<file path="config.mk">
export PLATFORM = sky130hd
export DESIGN_NAME = fp64_result_packer
export DESIGN_NICKNAME = d
export VERILOG_FILES = /design/src/rtl/fp64_result_packer.sv
export SDC_FILE = /design/constraint.sdc
export NUM_CORES = 1
export LEC_CHECK = 0
export CELL_PAD_IN_SITES_DETAIL_PLACEMENT = 1
export CELL_PAD_IN_SITES_GLOBAL_PLACEMENT = 2
export CORE_ASPECT_RATIO = 0.8
export CORE_MARGIN = 3
export CORE_UTILIZATION = 28
export CTS_CLUSTER_DIAMETER = 200
export DETAILED_ROUTE_END_ITERATION = 8
export GPL_ROUTABILITY_DRIVEN = 0
export GPL_TIMING_DRIVEN = 0
export PLACE_DENSITY = 0.86
export SYNTH_ARGS = -nofsm -noshare
export SYNTH_HDL_FRONTEND = slang
export SYNTH_SLANG_ARGS = --single-unit
</file>
<file path="constraint.sdc">
create_clock -name clk -period 3.6 [get_ports clk]
set_clock_uncertainty 0.1 [all_clocks]
set_input_delay 0.36 -clock clk [delete_from_list [all_inputs] [get_ports clk]]
set_output_delay 0.36 -clock clk [all_outputs]
set_load 0.005 [all_outputs]
</file>
<file path="src/rtl/fp64_result_packer.sv">
// Back end of the binary64 Vedic multiplier: normalize, round-to-nearest-even,
// then pack the result with exception flags through a 3-stage stallable pipe.
module fp64_result_packer (
    input  logic         clk,
    input  logic         rst,
    input  logic         in_valid,
    output logic         in_ready,
    input  logic         in_sign,
    input  logic [10:0]  in_exp_a,
    input  logic [10:0]  in_exp_b,
    input  logic [105:0] in_mant_prod,
    input  logic [1:0]   in_class,
    output logic         out_valid,
    input  logic         out_ready,
    output logic [63:0]  out_result,
    output logic         out_overflow,
    output logic         out_underflow,
    output logic         out_inexact
);

    localparam int BIAS = 1023;

    localparam logic [63:0] QNAN = 64'h7FF8_0000_0000_0000;

    typedef enum logic [1:0] {
        CLS_NORM = 2'b00,
        CLS_ZERO = 2'b01,
        CLS_INF  = 2'b10,
        CLS_NAN  = 2'b11
    } cls_e;

    typedef struct packed {
        logic        sign;
        cls_e        cls;
        logic [12:0] exp;
        logic [51:0] frac;
        logic        guard;
        logic        sticky;
    } s1_t;

    typedef struct packed {
        logic        sign;
        cls_e        cls;
        logic [12:0] exp;
        logic [51:0] frac;
        logic        inexact;
    } s2_t;

    logic        adv;

    logic        s1_valid_d, s1_valid_q;
    s1_t         s1_new, s1_d, s1_q;

    logic        s2_valid_d, s2_valid_q;
    s2_t         s2_new, s2_d, s2_q;

    logic        out_valid_d, out_valid_q;
    logic [63:0] out_result_d, out_result_q;
    logic        out_overflow_d, out_overflow_q;
    logic        out_underflow_d, out_underflow_q;
    logic        out_inexact_d, out_inexact_q;

    logic [63:0] pk_result;
    logic        pk_overflow;
    logic        pk_underflow;
    logic        pk_inexact;

    logic        rnd_up;
    logic [52:0] rnd_sum;

    // One global advance: every stage moves together or holds together.
    assign adv      = !out_valid_q || out_ready;
    assign in_ready = adv;

    always_comb begin
        s1_new      = '0;
        s1_new.sign = in_sign;
        s1_new.cls  = cls_e'(in_class);
        if (in_mant_prod[105]) begin
            s1_new.frac   = in_mant_prod[104:53];
            s1_new.guard  = in_mant_prod[52];
            s1_new.sticky = |in_mant_prod[51:0];
        end else begin
            s1_new.frac   = in_mant_prod[103:52];
            s1_new.guard  = in_mant_prod[51];
            s1_new.sticky = |in_mant_prod[50:0];
        end
        s1_new.exp = {2'b00, in_exp_a}
                   + {2'b00, in_exp_b}
                   - 13'(BIAS)
                   + {12'd0, in_mant_prod[105]};
    end

    always_comb begin
        s1_valid_d = s1_valid_q;
        s1_d       = s1_q;
        if (adv) begin
            s1_valid_d = in_valid;
            s1_d       = s1_new;
        end
    end

    always_comb begin
        rnd_up         = s1_q.guard && (s1_q.sticky || s1_q.frac[0]);
        rnd_sum        = {1'b0, s1_q.frac} + {52'd0, rnd_up};
        s2_new         = '0;
        s2_new.sign    = s1_q.sign;
        s2_new.cls     = s1_q.cls;
        s2_new.frac    = rnd_sum[51:0];
        s2_new.exp     = s1_q.exp + {12'd0, rnd_sum[52]};
        s2_new.inexact = s1_q.guard || s1_q.sticky;
    end

    always_comb begin
        s2_valid_d = s2_valid_q;
        s2_d       = s2_q;
        if (adv) begin
            s2_valid_d = s1_valid_q;
            s2_d       = s2_new;
        end
    end

    always_comb begin
        pk_result    = '0;
        pk_overflow  = 1'b0;
        pk_underflow = 1'b0;
        pk_inexact   = 1'b0;
        unique case (s2_q.cls)
            CLS_ZERO: pk_result = {s2_q.sign, 63'd0};
            CLS_INF:  pk_result = {s2_q.sign, 11'h7FF, 52'd0};
            CLS_NAN:  pk_result = QNAN;
            CLS_NORM: begin
                if ($signed(s2_q.exp) >= 13'sd2047) begin
                    pk_result   = {s2_q.sign, 11'h7FF, 52'd0};
                    pk_overflow = 1'b1;
                    pk_inexact  = 1'b1;
                end else if ($signed(s2_q.exp) <= 13'sd0) begin
                    // Subnormal range is flushed, never denormalized.
                    pk_result    = {s2_q.sign, 63'd0};
                    pk_underflow = 1'b1;
                    pk_inexact   = 1'b1;
                end else begin
                    pk_result  = {s2_q.sign, s2_q.exp[10:0], s2_q.frac};
                    pk_inexact = s2_q.inexact;
                end
            end
        endcase
    end

    always_comb begin
        out_valid_d     = out_valid_q;
        out_result_d    = out_result_q;
        out_overflow_d  = out_overflow_q;
        out_underflow_d = out_underflow_q;
        out_inexact_d   = out_inexact_q;
        if (adv) begin
            out_valid_d     = s2_valid_q;
            out_result_d    = pk_result;
            out_overflow_d  = pk_overflow;
            out_underflow_d = pk_underflow;
            out_inexact_d   = pk_inexact;
        end
    end

    always_ff @(posedge clk) begin
        if (rst) begin
            s1_valid_q      <= 1'b0;
            s1_q            <= '0;
            s2_valid_q      <= 1'b0;
            s2_q            <= '0;
            out_valid_q     <= 1'b0;
            out_result_q    <= '0;
            out_overflow_q  <= 1'b0;
            out_underflow_q <= 1'b0;
            out_inexact_q   <= 1'b0;
        end else begin
            s1_valid_q      <= s1_valid_d;
            s1_q            <= s1_d;
            s2_valid_q      <= s2_valid_d;
            s2_q            <= s2_d;
            out_valid_q     <= out_valid_d;
            out_result_q    <= out_result_d;
            out_overflow_q  <= out_overflow_d;
            out_underflow_q <= out_underflow_d;
            out_inexact_q   <= out_inexact_d;
        end
    end

    assign out_valid     = out_valid_q;
    assign out_result    = out_result_q;
    assign out_overflow  = out_overflow_q;
    assign out_underflow = out_underflow_q;
    assign out_inexact   = out_inexact_q;

endmodule

</file>
==> impl_metrics.tcl <==
set metrics [dict create \
    status "finished clean" \
    ys_types 55 \
    ctsLongestPathBuffers 3 \
    area_delta_synth_final_pct 35.4 \
    crit_fanout 10 \
    h-tree-depth 1 \
    place_inst 1663 \
    vias 8635 \
    grt_antenna_before_repair 0 \
    synth-edff-count 0 \
    path_delay_family "simple AND/OR/NAND/NOR gates" \
    die_w_um 212 \
    core-area_um2 33100 \
    avgSynthCellArea_um2 9.22 \
    synth_most_common_cell "dfxtp_1" \
    finalCritPeriodShare 0.927 \
    avgRoutedWirePerCell_um 18.7 \
    grt_pass1_vias 8826 \
    vdd_drop_max_mv 0.253 \
    boundaryPins 204 \
    drive_above_1_share 0.0479 \
    cts_inserted_buffers 23 \
    timing.hold.ws_ns 0.329 \
    portBuffers 201 \
    cts_tree "built" \
    path_clk_slew_ns 0.06 \
    post-dp-hpwl_um 25200 \
    async_flop_share 0 \
    route.detailed.drc 0 \
    worstSetupStartpointType "flop" \
    slowest_delay_ns 0.38 \
    fin_cells 1701 \
    cpMostUsedCell "ha_2" \
    row_count 59 \
    syn_area_um2 9540 \
    yosys_warnings 0 \
    cap_violations 0 \
    hold_viol 0 \
    end_kind "flop" \
    worst_pin_slew_ns 1.06 \
    clock_latency_ns 0.51 \
    hold_buffers 0 \
    power_density_nw_per_um2 453 \
    cp.required_ns 3.92 \
    netlist_instances 1035 \
    diodes 0 \
    place_area_um2 12100 \
    clock.fmax_mhz 300 \
    hold_depth 3 \
    reg2regPathDepth 12 \
    grt_use_total 0.170 \
    dr.pass1.iters 5 \
    synth_top_area_share 0.438 \
    crit_chain "and2_1 > ha_1 > nand3_4 > nor4b_4 > nand2_2 > buf_4 > nor4_4 > ha_2 > ha_2 > nand4_1 > or3_1 > a311oi_1" \
    cts_root_buf "clkbuf_16" \
    worstSetupPathDepth 12 \
    rsz0062_at_grt "false" \
    final_nets 1421 \
    dieArea_um2 36300 \
    startpoint "s1_q[2]$_SDFFE_PP0P_" \
    drtIter0Drc 476 \
    post-place-ws_ns -0.795 \
    ant_nets 0 \
    post-route-util 0.391 \
    synth_area_leaders "dfxtp_1 (44%), a211oi_1 (7.6%), mux2i_1 (5.9%)" \
    grt_pass1_wl_um 49300 \
    hp-class "in -> reg" \
    setup_viol 0 \
    syn-num-nets 1196 \
    design_area_um2 12900 \
    slowest_stage "or3_1" \
    fin_crit_ns 3.34 \
    overflow 0 \
    crit_type "reg -> reg" \
    crit_buf_inv 1 \
    vias_per_cell 5.08 \
    wl_um 31700 \
    ys_seq_elements 209 \
    synth_flop_cell "dfxtp_1" \
    grt_start_max_net_pins 14 \
    clock_sinks 209 \
    slew-limit-headroom 0.275 \
    fp.dieH_um 171 \
    min_from "in_valid" \
    leakage_nw 4.97 \
    initial_core_util 0.289 \
    synthTopCellsByCount "dfxtp_1 (209), nor2_1 (134), a211oi_1 (97)" \
    r2r_start "s1_q[2]$_SDFFE_PP0P_" \
    layout_setup_ws_ns 0.262 \
    slew_violations 0 \
    yosys.area.top_type "dfxtp_1" \
    synth_seq_area_share 0.438 \
    cp_data_arrival_time_ns 3.66 \
]
cell type report:
cell class	instances	area (um^2)
Clock buffer	31	646
Tap cell	427	534
Inverter	15	56.3
Buffer	77	310
Sequential cell	209	4190
Fill cell	3779	20200
Timing Repair Buffer	203	2030
Clock inverter	8	118
Multi-Input combinational cell	731	5040
timing repair:
action / CTS / global route
resized for setup: 6 / 8
pin swaps: 1 / 2
endpoints found under the setup margin: 10 / 10
hold endpoints to repair: 0 / 0
setup buffers: 0 / 2
worst min-delay path: cells and delay by family:
family                 cells  cell delay (ns)
buffers and inverters      1             0.40
and+or+nand+nor            1             0.06
AOI/OAI and AO/OA          1             0.05
worst paths after layout:
| path | to | slack [ns] |
|---|---|---|
| max | s2_q[65]$_SDFFE_PP0P_ | 0.26 |
| min | s1_valid_q$_SDFFE_PP0P_ | 0.33 |
| max reg2reg | s2_q[65]$_SDFFE_PP0P_ | 0.26 |
| min reg2reg | out_result[46]$_SDFFE_PP0P_ | 0.35 |
where the power goes:
part	internal (mW)	leakage (nW)	switching [mW]
logic	0.432	2.88	0.382
clock network	1.46	0.375	0.923
registers	2.48	1.72	0.171
logic make-up (layout without fill, tap and decap cells):
logic type      count (synthesis)  in the layout  share of synthesized area
simple gates                  341            341                      0.179
buf+inv                        95            334                     0.0391
compound gates                261            261                      0.207
mux                            56             56                     0.0587
flops                         209            209                      0.438
fa+ha+maj                      26             26                     0.0349
xor+xnor                       47             47                     0.0431
through the flow:
step / power (mW) / TNS (ns)
after floorplan: 3.07 / 0
after global placement: 3.49 / -2.81
after detailed placement: 3.52 / -3.17
after CTS: 5.91 / 0
after global routing: 6.10 / 0
final: 5.85 / 0
state kept, by name, indices dropped and copies added, names as in the netlist:
signal	flops
out_underflow	1
out_inexact	1
out_overflow	1
s2_q	69
s2_valid_q	1
out_result	64
s1_valid_q	1
out_valid	1
s1_q	70
metal layers:
| metal | vias to the layer above | track usage | share of wire |
|---|---|---|---|
| li1 | 4311 | - | - |
| met1 | 4081 | 0.235 | 0.48 |
| met2 | 206 | 0.277 | 0.45 |
| met3 | 37 | 0.0286 | 0.054 |
| met4 | 0 | 0.0393 | 0.020 |
| met5 | - | 0 | 0 |
layout by cell type (no fill, tap or decap), types with 20 or more instances in the layout:
master / instances
a22o_1: 51
ha_1: 23
nor2_1: 134
nand4_1: 29
a21oi_1: 31
clkbuf_16: 23
a311oi_1: 20
clkbuf_1: 67
xor2_1: 28
clkdlybuf4s50_1: 201
dfxtp_1: 208
mux2i_1: 56
nand2_1: 61
a211oi_1: 97
Note: power is estimated with default switching activity, not from simulation.
